[config.mk]
export PLATFORM = sky130hd
export DESIGN_NAME = apple_placer
export DESIGN_NICKNAME = d
export VERILOG_FILES = /design/src/rtl/apple_placer.sv
export SDC_FILE = /design/constraint.sdc
export NUM_CORES = 1
export LEC_CHECK = 0
export CORE_MARGIN = 3
export CORE_UTILIZATION = 50
export DETAILED_ROUTE_END_ITERATION = 8
export PLACE_DENSITY = 0.76
export SYNTH_ARGS = -nofsm -noshare
export SYNTH_HDL_FRONTEND = slang
export SYNTH_SLANG_ARGS = --single-unit
export TNS_END_PERCENT = 20
[constraint.sdc]
create_clock -name i_Clk -period 3.6 [get_ports i_Clk]
set_input_delay 0.54 -clock i_Clk [delete_from_list [all_inputs] [get_ports i_Clk]]
set_output_delay 0.54 -clock i_Clk [all_outputs]
set_load 0.01 [all_outputs]
[src/rtl/apple_placer.sv]
// Apple placement for the snake grid: an LFSR picks a start cell, then a
// one-cell-per-clock wrap-around scan finds the first unoccupied cell.
module apple_placer #(
  parameter int         GRID_COLS = 7,
  parameter int         GRID_ROWS = 6,
  parameter logic [7:0] LFSR_SEED = 8'hA5
) (
  input  logic                           i_Clk,
  input  logic                           i_Rst_n,
  input  logic                           i_Start,
  input  logic                           i_Clear,
  input  logic [GRID_COLS*GRID_ROWS-1:0] i_Occupied,
  output logic                           o_Busy,
  output logic                           o_Done,
  output logic                           o_Valid,
  output logic                           o_Full,
  output logic [2:0]                     o_Apple_X,
  output logic [2:0]                     o_Apple_Y
);

  localparam int         CELLS     = GRID_COLS * GRID_ROWS;
  localparam logic [5:0] NUM_CELLS = 6'(CELLS);
  localparam logic [5:0] LAST_CELL = 6'(CELLS - 1);
  localparam logic [2:0] LAST_COL  = 3'(GRID_COLS - 1);
  localparam logic [7:0] LFSR_TAPS = 8'hB8;
  localparam logic [7:0] LFSR_INIT = (LFSR_SEED == 8'h00) ? 8'h01 : LFSR_SEED;

  typedef enum logic {
    ST_IDLE,
    ST_SCAN
  } state_t;

  state_t      state_reg, state_next;
  logic [7:0]  lfsr_reg, lfsr_next;
  logic [5:0]  cand_reg, cand_next;
  logic [2:0]  cand_x_reg, cand_x_next;
  logic [2:0]  cand_y_reg, cand_y_next;
  logic [5:0]  scan_cnt_reg, scan_cnt_next;
  logic        busy_reg, busy_next;
  logic        done_reg, done_next;
  logic        valid_reg, valid_next;
  logic        full_reg, full_next;
  logic [2:0]  apple_x_reg, apple_x_next;
  logic [2:0]  apple_y_reg, apple_y_next;

  logic [63:0] occ_pad;
  logic [2:0]  cell_x [64];
  logic [2:0]  cell_y [64];
  logic [5:0]  start_raw;
  logic [5:0]  start_cell;

  // Constant cell->(X,Y) table so the start cell needs no runtime divider;
  // pad cells read as occupied and are never reached.
  for (genvar gi = 0; gi < 64; gi++) begin : g_cell
    if (gi < CELLS) begin : g_real
      assign occ_pad[gi] = i_Occupied[gi];
      assign cell_x[gi]  = 3'(gi % GRID_COLS);
      assign cell_y[gi]  = 3'(gi / GRID_COLS);
    end else begin : g_pad
      assign occ_pad[gi] = 1'b1;
      assign cell_x[gi]  = 3'd0;
      assign cell_y[gi]  = 3'd0;
    end
  end

  assign lfsr_next  = {1'b0, lfsr_reg[7:1]} ^ (lfsr_reg[0] ? LFSR_TAPS : 8'h00);
  assign start_raw  = lfsr_reg[5:0];
  assign start_cell = (start_raw >= NUM_CELLS) ? (start_raw - NUM_CELLS) : start_raw;

  always_comb begin
    state_next    = state_reg;
    cand_next     = cand_reg;
    cand_x_next   = cand_x_reg;
    cand_y_next   = cand_y_reg;
    scan_cnt_next = scan_cnt_reg;
    busy_next     = busy_reg;
    done_next     = 1'b0;
    valid_next    = valid_reg;
    full_next     = full_reg;
    apple_x_next  = apple_x_reg;
    apple_y_next  = apple_y_reg;

    if (i_Clear) begin
      state_next = ST_IDLE;
      busy_next  = 1'b0;
      valid_next = 1'b0;
      full_next  = 1'b0;
    end else begin
      case (state_reg)
        ST_IDLE: begin
          if (i_Start) begin
            cand_next     = start_cell;
            cand_x_next   = cell_x[start_cell];
            cand_y_next   = cell_y[start_cell];
            scan_cnt_next = 6'd0;
            busy_next     = 1'b1;
            state_next    = ST_SCAN;
          end
        end
        ST_SCAN: begin
          if (!occ_pad[cand_reg]) begin
            apple_x_next = cand_x_reg;
            apple_y_next = cand_y_reg;
            valid_next   = 1'b1;
            full_next    = 1'b0;
            done_next    = 1'b1;
            busy_next    = 1'b0;
            state_next   = ST_IDLE;
          end else if (scan_cnt_reg == LAST_CELL) begin
            valid_next = 1'b0;
            full_next  = 1'b1;
            done_next  = 1'b1;
            busy_next  = 1'b0;
            state_next = ST_IDLE;
          end else begin
            scan_cnt_next = scan_cnt_reg + 6'd1;
            if (cand_reg == LAST_CELL) begin
              cand_next   = 6'd0;
              cand_x_next = 3'd0;
              cand_y_next = 3'd0;
            end else begin
              cand_next = cand_reg + 6'd1;
              if (cand_x_reg == LAST_COL) begin
                cand_x_next = 3'd0;
                cand_y_next = cand_y_reg + 3'd1;
              end else begin
                cand_x_next = cand_x_reg + 3'd1;
              end
            end
          end
        end
        default: state_next = ST_IDLE;
      endcase
    end
  end

  always_ff @(posedge i_Clk or negedge i_Rst_n) begin
    if (!i_Rst_n) begin
      state_reg    <= ST_IDLE;
      lfsr_reg     <= LFSR_INIT;
      cand_reg     <= 6'd0;
      cand_x_reg   <= 3'd0;
      cand_y_reg   <= 3'd0;
      scan_cnt_reg <= 6'd0;
      busy_reg     <= 1'b0;
      done_reg     <= 1'b0;
      valid_reg    <= 1'b0;
      full_reg     <= 1'b0;
      apple_x_reg  <= 3'd0;
      apple_y_reg  <= 3'd0;
    end else begin
      state_reg    <= state_next;
      lfsr_reg     <= lfsr_next;
      cand_reg     <= cand_next;
      cand_x_reg   <= cand_x_next;
      cand_y_reg   <= cand_y_next;
      scan_cnt_reg <= scan_cnt_next;
      busy_reg     <= busy_next;
      done_reg     <= done_next;
      valid_reg    <= valid_next;
      full_reg     <= full_next;
      apple_x_reg  <= apple_x_next;
      apple_y_reg  <= apple_y_next;
    end
  end

  assign o_Busy    = busy_reg;
  assign o_Done    = done_reg;
  assign o_Valid   = valid_reg;
  assign o_Full    = full_reg;
  assign o_Apple_X = apple_x_reg;
  assign o_Apple_Y = apple_y_reg;

endmodule

# After elaboration in Yosys (flattened, before gate mapping)
# Memories as Yosys holds them, arrays and structs flattened.
# Index checks and enable logic that the tools add are counted.
dict set report totals {
  memories 2
  wordCells 93
  romBits 384
  register_bits 37
  out_inout_bits 10
}
dict set report classes {
  bitwise 5
  magnitude_cmp 3
  muxes 50
  addsub 5
  eq_ne 10
  reduce_logical 6
}
# memory depth width read_ports rd_clocked_by_memory_dff write_ports line_no
set memory_table {}
lappend memory_table {{(no name shown)} 64 3 1 0 0 94} ;# cand_y_next = cell_y[start_cell];
lappend memory_table {{(no name shown)} 64 3 1 0 0 93} ;# cand_x_next = cell_x[start_cell];
# op count
set op_table {}
lappend op_table {{6-bit 2-to-1 mux} 8}
lappend op_table {{3-bit 2-to-1 mux} 14}
lappend op_table {{6-bit case mux with 2 select lines} 2}
lappend op_table {{1-bit 2-to-1 mux} 20}
lappend op_table {{6-bit by 1-bit adder with 6-bit output, second input constant} 2}
lappend op_table {{6-bit equality test, second input constant} 2}
lappend op_table {{3-bit case mux with 2 select lines} 2}
lappend op_table {{8-bit 2-to-1 mux} 1}
lappend op_table {{7-bit by 8-bit bitwise XOR with 8-bit output} 1}
lappend op_table {{7-bit >= comparator, second input constant} 1}
lappend op_table {{6-bit by 7-bit less-than comparator with 1-bit output, second input constant} 1}
lappend op_table {{6-bit inverter with 7-bit output} 1}
lappend op_table {{3-bit by 1-bit adder with 3-bit output, second input constant} 2}
lappend op_table {{1-bit binary-select mux with 6-bit select} 1}
lappend op_table {{6-bit >= comparator, second input constant} 1}
lappend op_table {{6-bit subtractor, second input constant} 1}
lappend op_table {{5-bit AND reduction} 1}
lappend op_table {{2-bit inequality test, second input constant} 2}
lappend op_table {{4-bit by 3-bit inequality test with 1-bit output, second input constant} 1}
lappend op_table {{1-bit case mux with 2 select lines} 2}
lappend op_table {{2-bit AND reduction} 2}
lappend op_table {{4-bit AND reduction} 1}
lappend op_table {{3-bit equality test, second input constant} 1}
lappend op_table {{3-bit by 1-bit inequality test with 1-bit output, second input constant} 1}
lappend op_table {{6 further kinds} 8}

# Depth between registers and ports, before layout
# Gate-level depths: netlist (run 1).
dict set report logic_depth {
  word_depth 8
  mapped_depth 11
  depth_no_buf 10
}

# Worst setup path after synthesis (run 1)
# No wires, ideal clock.
dict set report synth_path {
  path_type {register -> register}
  from {register cand_reg[0]}
  to {register apple_x_reg[0], in the netlist o_Apple_X[0]}
  setup_ns 0.125
  path_buffers 2
  slack_ns 0.837
  path_stages_with_launch 10
  t_required_ns 3.475
  t_arrival_ns 2.638
  path_cell_list {dfrtp_1 buf_4 buf_6 mux4_2 mux4_2 mux2_2 or2_4 nand2_2 nand2_4 mux2_4}
}
dict set report synth_via {
  elab_chain_len 4
}
# item line_no
set synth_lines {}
lappend synth_lines {{from (decl)} 35} ;# logic [5:0] cand_reg, cand_next;
lappend synth_lines {{from (signal assigned)} 154} ;# cand_reg <= cand_next;
lappend synth_lines {{1-bit binary-select mux with 6-bit select} 101} ;# if (!occ_pad[cand_reg]) begin
lappend synth_lines {{1-bit 2-to-1 mux (implied by the code)} 101}
lappend synth_lines {{1-bit inverter (no line)} -}
lappend synth_lines {{3-bit AND reduction (no line)} -}
lappend synth_lines {{to (signal assigned)} 162} ;# apple_x_reg <= apple_x_next;
lappend synth_lines {{to (decl)} 43} ;# logic [2:0] apple_x_reg, apple_x_next;
# No other way between the ends. The select of a mux whose other input is x is not followed.
# A chain may end at the register's enable or synchronous reset.

# Worst setup path in the final report (run 1)
dict set report layout_path {
  from {register cand_reg[0]}
  to {register cand_reg[3]}
}
dict set report layout_via {
  elab_chain_len 5
}
# item line_no
set layout_lines {}
lappend layout_lines {{6-bit by 1-bit adder with 6-bit output / 6-bit equality test (equally long branches)} {122, 117}}
lappend layout_lines {{6-bit 2-to-1 mux} 117} ;# if (cand_reg == LAST_CELL) begin
lappend layout_lines {{6-bit 2-to-1 mux} 109} ;# end else if (scan_cnt_reg == LAST_CELL) begin
lappend layout_lines {{6-bit 2-to-1 mux} 101}
lappend layout_lines {{6-bit case mux with 2 select lines} 89} ;# case (state_reg)
# Parallel ways exist; a longest one is shown, timed or not. The select of a mux whose other input is x is not followed.

==> results of run 1 <==
## kinds of logic after synthesis
logic type | count (synthesis) | share of synthesized area (%)
AOI/OAI and AO/OA | 84 | 20.9
xor gates and xnor gates | 3 | 0.987
muxes | 26 | 16.6
buffers and inverters | 28 | 4.80
and+or+nand+nor | 77 | 15.2
DFF | 37 | 35.0
adders and majority gates | 14 | 6.49
## layer usage
metal	track usage [%]	part of all wire, %	vias up
met5	0	0	-
met4	6.36	0.82	0
met3	3.51	4.6	6
met2	37.2	51	66
met1	28.5	44	1122
li1	-	-	1113
## per-stage QoR
| step | worst slack [ps] | power [W] | instance area [um^2] |
|---|---|---|---|
| after floorplan | 837 | 0.00116 | 2660 |
| after global placement | 473 | 0.00136 | 3230 |
| after detailed placement | 417 | 0.00138 | 3230 |
| after CTS | 693 | 0.00182 | 3370 |
| after global routing | 519 | 0.00192 | 3370 |
| final | 714 | 0.00181 | 3370 |
## critical path, cell delays in order, from the launching register on
cell and delay, ps:
dfrtp_1 330, buf_4 260, mux4_2 540, mux4_2 470, mux2_2 290, o21ai_2 230, and2_4 280, inv_2 150
a22o_1 230
## cells in the final DEF (no fill, tap or decap), types with 4 or more instances in the layout
master and n:
o211ai_1 5, a221oi_1 4, a31oi_1 4, clkdlybuf4s50_1 54
mux4_2 12, o22ai_1 7, nor3_1 5, mux2i_1 7
nand2_1 22, nand3_1 9, buf_4 5, o31ai_1 4
a21oi_1 15, ha_1 13, nand2b_1 4, dfrtp_1 33
inv_1 7, dfstp_2 4, clkbuf_8 5, nor2_1 16
mux2_4 6, o21ai_0 20
## worst paths after layout
| check | end | slack (ps) | cells after the start |
|---|---|---|---|
| min in group i_Clk | lfsr_reg[6]$_DFF_PN0_ | 390 | 0 |
| max in group asynchronous | lfsr_reg[1]$_DFF_PN0_ | 2730 | 1 |
| max reg2reg | cand_reg[3]$_DFFE_PN0P_ | 710 | 8 |
| max | cand_reg[3]$_DFFE_PN0P_ | 710 | 8 |
| min reg2reg | lfsr_reg[6]$_DFF_PN0_ | 390 | 0 |
| min | o_Busy$_DFFE_PN0P_ | 340 | 1 |
## area by class of cell
class                   instances  area, um^2
multi-input cells             204        1600
fillers                       408        1570
flip-flops and latches         37         931
repair buffers                 60         583
well taps                      67        83.8
clock buffers                   5        68.8
clock inverters                 3        68.8
inverters                       9        33.8
## power by group through the flow
stage / sequential [W] / clock, W / combinational [W]
after global routing: 0.000664 / 0.000462 / 0.000796
after detailed placement: 0.000650 / 0 / 0.000726
after global placement: 0.000645 / 0 / 0.000713
after floorplan: 0.000612 / 0 / 0.000545
after CTS: 0.000643 / 0.000448 / 0.000729
final: 0.000644 / 0.000442 / 0.000722
==> out/metrics.csv, run 1 <==
stage,metric,value,unit
synth,cell taking the most area after synthesis,dfrtp_1,
worst_setup_path,Worst EP required,3780,ps
worst_setup_path,reg2reg start,cand_reg[0]$_DFFE_PN0P_,
synth,Async SR Flop Fraction,100,%
hold_path,Hold Path Class,in -> async,
synth,Syn Area/Cell,9.89,um^2
flow_run,Max-Cap Viols,0,
floorplanning,Row Count,25,
worst_setup_path,Worst EP arrival,3060,ps
synth,most common cell in the netlist,dfrtp_1,
synth,top_reg_cell synth,dfrtp_1,
synth,commonest cells in the netlist,"dfrtp_1 (33), nand2_1 (22), o21ai_0 (20), nor2_1 (16), a21oi_1 (15)",
pwr,Clk pwr share,24.5,%
sta,Fin Clk Skew,4.55,ps
grt,gr ovfl total,0,
synth,YS warnings,0,
worst_setup_path,WS Path Type,reg -> reg,
finish,share of cells above drive strength 1,14.2,%
synth,synthesis-stage register bit count,37,
status,status,finished clean,
pwr,internal power,0.00122,W
synth,Mapped Area,0.00266,mm^2
worst_setup_path,Critical Path End Type,flop,
detailed_routing,1st-pass router iterations,4,
finish,max reg flops,8,
placement,Post-DP HPWL,4870,um
synth,top cell type's share of synthesized area,31.0,%
cts,clock-pin slew on the worst setup and hold paths,80,ps
sta,crit path time final,2890,ps
cts,clock latency on the worst-skew pair,290,ps
synth,sequential-to-total area share from yosys stat,35.0,%
detailed_routing,routed via count,2307,
pwr,Pwr Density,536,mW/mm^2
sta,slew margin rel.,45.0,%
cts,clock buffer depth,2,
finish,final-stage net count,376,
finish,fin util,68.2,%
cts,CTS Root Buffer Type,clkbuf_8,
worst_setup_path,CP Launch Type,flop,
grt,number of antenna violations at the first check in global routing,0,
worst_setup_path,Critical Path Start,cand_reg[0]$_DFFE_PN0P_,
synth,Netlist cell types,60,
grt,first-pass GRT wire length,10900,um
detailed_routing,final WL,6430,um
sta,setup violators final,0,
floorplanning,Die Wd,79.0,um
sta,Worst Tran Pin Value,825,ps
sta,total negative slack,0,ps
placement,Placed Cells,377,
worst_setup_path,"critical path fanouts, max",17,
detailed_routing,Detail Route Antenna Nets,0,
sta,hold slack final,343,ps
synth,"EDFF count, synth",0,
finish,Layout area overhead,26.7,%
cts,htree depth,2,
floorplanning,Die Ht,79.0,um
cts,cts repair resizes,0,
cts,Inserted Clock Buffers,5,
floorplanning,Boundary Pins,56,
pwr,Sw Share,32.6,%
sta,FMAX,347,MHz
sta,final hold violation count,0,
grt,vias in the first global route,2243,
synth,Synth Net Count,328,
floorplanning,die area,0.00623,mm^2
cts,CTS Hold Bufs,0,
detailed_routing,DR WL/cell,16.7,um
detailed_routing,vias per inst,5.99,
pwr,worst IR drop on VDD,0.000324,V
detailed_routing,initial DRC count,117,
synth,Synth area leaders,"dfrtp_1 (31%), mux4_2 (10%), ha_1 (6.1%)",
sta,final slew viol count,0,
sta,period utilization,80.2,%
placement,IO buf count,55,
cts,CTS tree,yes,
floorplanning,core box area,0.00494,mm^2
pwr,P_sw,0.000590,W
pwr,Lkg Pwr,1.37,nW
sta,unrepaired setup endpoints after global routing,no,
cts,post-CTS setup buffers,0,
floorplanning,Starting Density,53.8,%
cts,Clock Sinks,37,
finish,antenna cell count,0,
pwr,Seq pwr share,35.6,%
synth,Mapped Cells,269,
pwr,Comb power frac,39.9,%
detailed_routing,DR DRC count,0,
finish,Final Non-Filler Cells,385,
placement,gpl congestion,0.827,
grt,Global Route Usage Sum,21.7,%
grt,largest net degree at the start of global routing,38,
Note: power is estimated with default switching activity, not from simulation.
==> run 2: changes to the inputs <==
==> constraint.sdc (replaced) <==
create_clock -name i_Clk -period 2.7 [get_ports i_Clk]
set_input_delay 0.405 -clock i_Clk [delete_from_list [all_inputs] [get_ports i_Clk]]
set_output_delay 0.405 -clock i_Clk [all_outputs]
set_load 0.01 [all_outputs]
==> run 2 against run 1 <==
Setup slack lost 640 ps. Highest routed layer unchanged. Fmax up 9.8%. Global-route usage rose by 0.78 points. Combinational power grew 54%. Critical path type unchanged.
==> out/metrics.csv, run 2 (same netlist as run 1, synthesis figures left out) <==
stage,metric,value,unit,change
hold_path,Hold Path Class,in -> async,,
pwr,Seq pwr share,35.9,%,+0.3 points
cts,htree depth,2,,unchanged
cts,clock latency on the worst-skew pair,290,ps,about the same
detailed_routing,DR DRC count,0,,unchanged
floorplanning,Die Ht,79.0,um,unchanged
placement,post-place setup slack,-209,ps,-626 ps
finish,Layout area overhead,30.1,%,
pwr,Comb power frac,46.6,%,+6.7 points
detailed_routing,vias per inst,5.91,,-1.3%
detailed_routing,routed via count,2353,,+2.0%
grt,vias in the first global route,2282,,+1.7%
placement,gpl congestion,0.895,,+8.2%
floorplanning,Boundary Pins,56,,unchanged
sta,unrepaired setup endpoints after global routing,yes,,
floorplanning,Row Count,25,,unchanged
cts,Inserted Clock Buffers,5,,unchanged
worst_setup_path,Worst EP required,2880,ps,-900 ps
status,status,finished clean,,
worst_setup_path,Worst Path Buf+Inv,1,,-1
sta,FMAX,381,MHz,+9.8%
grt,gr ovfl total,0,,unchanged
pwr,internal power,0.00157,W,+29%
placement,Placed Area,0.00335,mm^2,+3.6%
finish,share of cells above drive strength 1,17.5,%,+3.4 points
worst_setup_path,Critical Path End Type,flop,,
grt,first-pass GRT wire length,11200,um,+2.9%
cts,CTS Root Buffer Type,clkbuf_8,,
placement,IO buf count,55,,unchanged
sta,period utilization,97.3,%,+17 points
sta,fin worst setup slack,72.3,ps,-642 ps
sta,Fin Clk Skew,6.66,ps,+2.11 ps
finish,"most common cell after layout, fill and taps aside",clkdlybuf4s50_1,,
sta,crit path time final,2630,ps,-258 ps
finish,final instance area,0.00346,mm^2,+2.7%
sta,Worst Tran Pin Value,818,ps,-7.52 ps
pwr,worst IR drop on VDD,0.000322,V,-0.81%
sta,setup violators final,0,,unchanged
flow_run,Max-Cap Viols,0,,unchanged
finish,most frequent cells in the layout,"clkdlybuf4s50_1 (54), dfrtp_1 (33), nand2_1 (22)",,
pwr,Pwr Density,689,mW/mm^2,+28%
pwr,Sw Share,34.0,%,+1.4 points
floorplanning,Die Wd,79.0,um,unchanged
detailed_routing,DR WL/cell,16.4,um,-1.6%
sta,slew margin rel.,45.5,%,+0.50 points
detailed_routing,1st-pass router iterations,4,,unchanged
worst_setup_path,"critical path fanouts, max",6,,-11
cts,clock buffer depth,2,,unchanged
worst_setup_path,CP max stage cell,mux4_2,,
finish,max reg flops,8,,unchanged
cts,Clock Sinks,37,,unchanged
cts,post-CTS setup buffers,0,,unchanged
floorplanning,die area,0.00623,mm^2,unchanged
sta,final hold violation count,0,,unchanged
floorplanning,Starting Density,53.8,%,unchanged
grt,Global Route Usage Sum,22.5,%,+0.78 points
floorplanning,core box area,0.00494,mm^2,unchanged
grt,largest net degree at the start of global routing,38,,unchanged
worst_setup_path,WS Path Type,reg -> reg,,
cts,CTS tree,yes,,
pwr,Clk pwr share,17.4,%,-7.1 points
sta,final slew viol count,0,,unchanged
finish,final-stage net count,389,,+3.5%
worst_setup_path,Worst EP arrival,2800,ps,-260 ps
detailed_routing,Detail Route Antenna Nets,0,,unchanged
cts,clock-pin slew on the worst setup and hold paths,80,ps,about the same
worst_setup_path,CP Launch Type,flop,,
worst_setup_path,Crit path largest cell delay,500,ps,-40 ps
pwr,P_sw,0.000811,W,+37%
finish,antenna cell count,0,,unchanged
worst_setup_path,"delay-heaviest family, CP",multiplexers,,
pwr,Lkg Pwr,1.42,nW,+3.4%
detailed_routing,final WL,6540,um,+1.7%
grt,number of antenna violations at the first check in global routing,0,,unchanged
placement,Post-DP HPWL,5000,um,+2.7%
detailed_routing,initial DRC count,115,,-1.7%
worst_setup_path,CP cell instances,buf_12 > mux4_2 > mux4_2 > mux2_4 > or2_4 > nand2_4 > nand2_8 > mux2_4,,
==> run 2: changes by cell type in the layout (fill, tap and decap cells not counted), sizes merged <==
| cell | previous run | this run |
|---|---|---|
| buf | 6 | 19 |
| bufinv | 2 | 0 |
| inv | 9 | 8 |
| clkbuf | 5 | 6 |
| clkinv | 1 | 3 |
==> run 2: cell type report <==
class,count,area (um^2)
Sequential cell,37,931
Tap cell,67,83.8
Clock buffer,6,82.6
Fill cell,416,1480
Inverter,9,33.8
Multi-Input combinational cell,204,1620
Clock inverter,2,13.8
Timing Repair Buffer,73,697
==> run 2: power by group through the flow <==
stage | Combinational, W | Sequential, W | Clock, W
global placement | 0.00107 | 0.000858 | 0
global route | 0.00121 | 0.000885 | 0.000448
floorplan | 0.000747 | 0.000817 | 0
detailed placement | 0.00109 | 0.000862 | 0
CTS | 0.00110 | 0.000854 | 0.000423
finish | 0.00111 | 0.000857 | 0.000416
==> run 2: metrics by stage <==
stage                     cells  TNS (ps)  power [W]  hold slack (ps)  util (%)
after global placement      390     -2600    0.00193              383      67.8
after detailed placement    390     -2890    0.00195              383      67.8
after floorplan             269      -105    0.00156              109         -
after global routing        398     -6.37    0.00255              254      70.1
after CTS                   398         0    0.00237              223      69.7
final                       398         0    0.00238              200      70.1
==> run 2: worst register-to-register path, cell delays in order (launching register included) <==
cell and delay, ps:
dfrtp_1 410, buf_12 140, mux4_2 500, mux4_2 460
mux2_4 290, or2_4 240, nand2_4 100, nand2_8 80
mux2_4 300
==> run 2: timing repair <==
action                     CTS  global route
setup endpoints to repair    0             8
resized for setup            0             3
hold endpoints to repair     0             0
hold buffers                 0             0
==> run 2: final timing paths <==
kind                                          from                     endpoint  slack (ps)  cells after the start
max reg2reg                cand_reg[0]$_DFFE_PN0P_     o_Apple_Y[2]$_DFFE_PN0P_          70                      8
max in group asynchronous                  i_Rst_n        lfsr_reg[1]$_DFF_PN0_        1980                      1
min                                        i_Rst_n  scan_cnt_reg[3]$_DFFE_PN0P_         200                      1
min reg2reg                  lfsr_reg[7]$_DFF_PN1_        lfsr_reg[6]$_DFF_PN0_         400                      0
max                        cand_reg[0]$_DFFE_PN0P_     o_Apple_Y[2]$_DFFE_PN0P_          70                      8
min in group i_Clk           lfsr_reg[7]$_DFF_PN1_        lfsr_reg[6]$_DFF_PN0_         400                      0
==> run 2: layer usage <==
metal | up-vias | global-route usage, % | wire, um
li1 | 1139 | - | -
met1 | 1128 | 28.1 | 2720
met2 | 76 | 39.9 | 3400
met3 | 10 | 4.20 | 327
met4 | 0 | 6.19 | 83
met5 | - | 0 | 0
==> run 3: changes to the inputs <==
--- a/config.mk
+++ b/config.mk
@@ -5,10 +5,11 @@
 export SDC_FILE = /design/constraint.sdc
 export NUM_CORES = 1
 export LEC_CHECK = 0
+export CORE_ASPECT_RATIO = 0.75
 export CORE_MARGIN = 3
-export CORE_UTILIZATION = 50
+export CORE_UTILIZATION = 45
 export DETAILED_ROUTE_END_ITERATION = 8
-export PLACE_DENSITY = 0.76
+export PLACE_DENSITY = 0.69
 export SYNTH_ARGS = -nofsm -noshare
 export SYNTH_HDL_FRONTEND = slang
 export SYNTH_SLANG_ARGS = --single-unit
==> run 3 against run 2 <==
Largest power group unchanged. Critical path depth stayed put. Cell area grew 2.3%. Total power is 2.6% higher. Cell count increased by 3.5%. Fmax fell by 1.5%. Critical endpoint is now o_Apple_Y[1]$_DFFE_PN0P_. Non-clock buffer count rose by 6. Combinational power increased by 5%. Wire length is 6.0% higher. Sequential share of layout area decreased by 0.56 points. First-iteration DRC count is 37% higher.
==> out/metrics.csv, run 3 (same netlist as run 1, synthesis figures left out) <==
stage,metric,value,unit,change
worst_setup_path,CP max stage cell,mux4_2,,
placement,post-place setup slack,-217,ps,-7.98 ps
sta,Worst Tran Pin Value,607,ps,-211 ps
worst_setup_path,r2r endpoint,o_Apple_Y[1]$_DFFE_PN0P_,,
floorplanning,die area,0.00688,mm^2,+10%
finish,most frequent cells in the layout,"clkdlybuf4s50_1 (55), dfrtp_1 (32), nand2_1 (22), buf_4 (22), o21ai_0 (19)",,
sta,final slew viol count,0,,unchanged
detailed_routing,DR WL/cell,16.8,um,+2.4%
worst_setup_path,Worst EP required,2870,ps,about the same
worst_setup_path,WS Path Type,reg -> reg,,
worst_setup_path,CP cell instances,clkbuf_16 > mux4_2 > mux4_2 > mux2_4 > or2_4 > nand2_4 > nand2_8 > mux2_4,,
detailed_routing,final WL,6930,um,+6.0%
detailed_routing,DR DRC count,0,,unchanged
detailed_routing,routed via count,2374,,+0.89%
cts,CTS Root Buffer Type,clkbuf_8,,
detailed_routing,highest routed layer,met4,,
grt,gr ovfl total,0,,unchanged
detailed_routing,Detail Route Antenna Nets,0,,unchanged
grt,number of antenna violations at the first check in global routing,0,,unchanged
cts,htree depth,2,,unchanged
detailed_routing,Routed met2 length,3180,um,-6.6%
hold_path,Hold Path Sink,lfsr_reg[6]$_DFF_PN0_,,
worst_setup_path,r2r setup slk,30,ps,-40 ps
floorplanning,Starting Density,48.2,%,-5.7 points
cts,Clock Sinks,37,,unchanged
worst_setup_path,r2r worst-path depth,8,,unchanged
sta,Fin Clk Skew,10.9,ps,+4.26 ps
sta,period utilization,98.8,%,+1.5 points
cts,CTS Hold Bufs,0,,unchanged
finish,Final Non-Filler Cells,412,,+3.5%
finish,register area,932,um^2,+0.13%
sta,unrepaired setup endpoints after global routing,yes,,
cts,clock buffer depth,2,,unchanged
worst_setup_path,"critical path fanouts, max",6,,unchanged
pwr,Lkg Pwr,1.45,nW,+2.2%
floorplanning,Boundary Pins,56,,unchanged
finish,FILL cells,472,,+13%
floorplanning,Die Ht,72.6,um,-8.0%
sta,final hold violation count,0,,unchanged
detailed_routing,M1 WL,3380,um,+24%
detailed_routing,met3 WL,332,um,+1.5%
grt,largest net degree at the start of global routing,38,,unchanged
pwr,Pwr Density,690,mW/mm^2,+0.28%
worst_setup_path,CP Launch Type,flop,,
sta,fin worst setup slack,32.3,ps,-40.0 ps
finish,share of cells above drive strength 1,19.0,%,+1.5 points
detailed_routing,vias per inst,5.76,,-2.5%
cts,clock latency on the worst-skew pair,290,ps,about the same
placement,IO buf count,55,,unchanged
placement,Post-DP HPWL,5200,um,+3.8%
worst_setup_path,reg2reg start,cand_reg[0]$_DFFE_PN0P_,,
cts,CTS tree,yes,,
worst_setup_path,Worst EP arrival,2840,ps,+40 ps
finish,"most common cell after layout, fill and taps aside",clkdlybuf4s50_1,,
detailed_routing,1st-pass router iterations,4,,unchanged
hold_path,Hold Path Class,reg -> reg,,
placement,gpl congestion,0.910,,+1.7%
worst_setup_path,Critical Path End Type,flop,,
grt,vias in the first global route,2348,,+2.9%
finish,Layout area overhead,33.1,%,
pwr,Final Power,0.00244,W,+2.6%
hold_path,hold depth,0,,
placement,Placed Cells,401,,+2.8%
grt,first-pass GRT wire length,11600,um,+4.1%
worst_setup_path,Worst Path Buf+Inv,1,,unchanged
finish,max reg flops,8,,unchanged
cts,clock-pin slew on the worst setup and hold paths,80,ps,about the same
worst_setup_path,Crit path largest cell delay,490,ps,about the same
sta,total negative slack,0,ps,unchanged
finish,final-stage net count,395,,+1.5%
floorplanning,core box area,0.00553,mm^2,+12%
sta,FMAX,375,MHz,-1.5%
flow_run,Max-Cap Viols,0,,unchanged
finish,antenna cell count,0,,unchanged
pwr,worst IR drop on VDD,0.000332,V,+3.2%
floorplanning,Row Count,23,,-8.0%
floorplanning,Die Wd,94.8,um,+20%
grt,Global Route Usage Sum,21.4,%,-1.1 points
detailed_routing,initial DRC count,157,,+37%
worst_setup_path,"delay-heaviest family, CP",multiplexers,,
finish,multi-input logic area,0.00162,mm^2,+0.23%
sta,hold slack final,394,ps,+194 ps
status,status,finished clean,,
sta,slew margin rel.,59.4,%,+14 points
sta,setup violators final,0,,unchanged
hold_path,launch point of the worst hold path,lfsr_reg[7]$_DFF_PN1_,,
sta,crit path time final,2670,ps,+40.0 ps
cts,Inserted Clock Buffers,5,,unchanged
-- run 3: worst register-to-register path: cells and delay by family (launching register included) --
kind	cells	cell delay, ps
flip-flops	1	410
AND/OR/NAND/NOR	3	440
multiplexers	4	1530
buffers and inverters	1	160
-- run 3: worst max-delay path by stage --
| stage | slack (ps) | from | to | depth (start not counted) |
|---|---|---|---|---|
| 2_1_floorplan | -20 | cand_reg[0]$_DFFE_PN0P_ | o_Apple_X[0]$_DFFE_PN0P_ | 9 |
| 3_3_place_gp | -190 | i_Occupied[7] | o_Apple_X[0]$_DFFE_PN0P_ | 8 |
| 3_5_place_dp | -220 | i_Occupied[2] | o_Apple_X[2]$_DFFE_PN0P_ | 8 |
| 4_1_cts | 20 | cand_reg[0]$_DFFE_PN0P_ | o_Apple_Y[1]$_DFFE_PN0P_ | 8 |
| 5_1_grt | -40 | cand_reg[0]$_DFFE_PN0P_ | o_Apple_Y[1]$_DFFE_PN0P_ | 8 |
| 6_report | 30 | cand_reg[0]$_DFFE_PN0P_ | o_Apple_Y[1]$_DFFE_PN0P_ | 8 |
-- run 3: area by class of cell --
class / count / area share, %
inverter: 9 / 1.02
multi-input combinational: 204 / 45.9
sequential: 37 / 26.3
tap: 75 / 2.65
timing repair buffer: 79 / 21.5
clock inverter: 1 / 0.212
clock buffer: 7 / 2.44
-- run 3: power by group --
| part | switching [W] | internal [W] | leakage (nW) |
|---|---|---|---|
| registers | 0.000170 | 0.000692 | 0.472 |
| logic | 0.000459 | 0.000708 | 0.934 |
| clock network | 0.000209 | 0.000208 | 0.0445 |
| total | 0.000838 | 0.00161 | 1.45 |
-- run 3: through the flow --
stage	utilization [%]	instance area (um^2)
3_5_place_dp	61.3	3390
4_1_cts	63.3	3500
3_3_place_gp	61.3	3390
2_1_floorplan	-	2670
6_report	64.1	3540
5_1_grt	64.1	3540
-- run 3: per-layer routing --
| layer | global-route usage [%] | up-vias |
|---|---|---|
| li1 | - | 1156 |
| met1 | 32.3 | 1151 |
| met2 | 32.0 | 63 |
| met3 | 3.61 | 4 |
| met4 | 5.44 | 0 |
| met5 | 0 | - |
-- run 3: what timing repair did --
item                                    4_1_cts  5_1_grt
gates cloned                                  0        1
gates resized for setup                       0        7
pin swaps                                     0        0
buffers inserted                              2        0
endpoints found under the setup margin        6       16
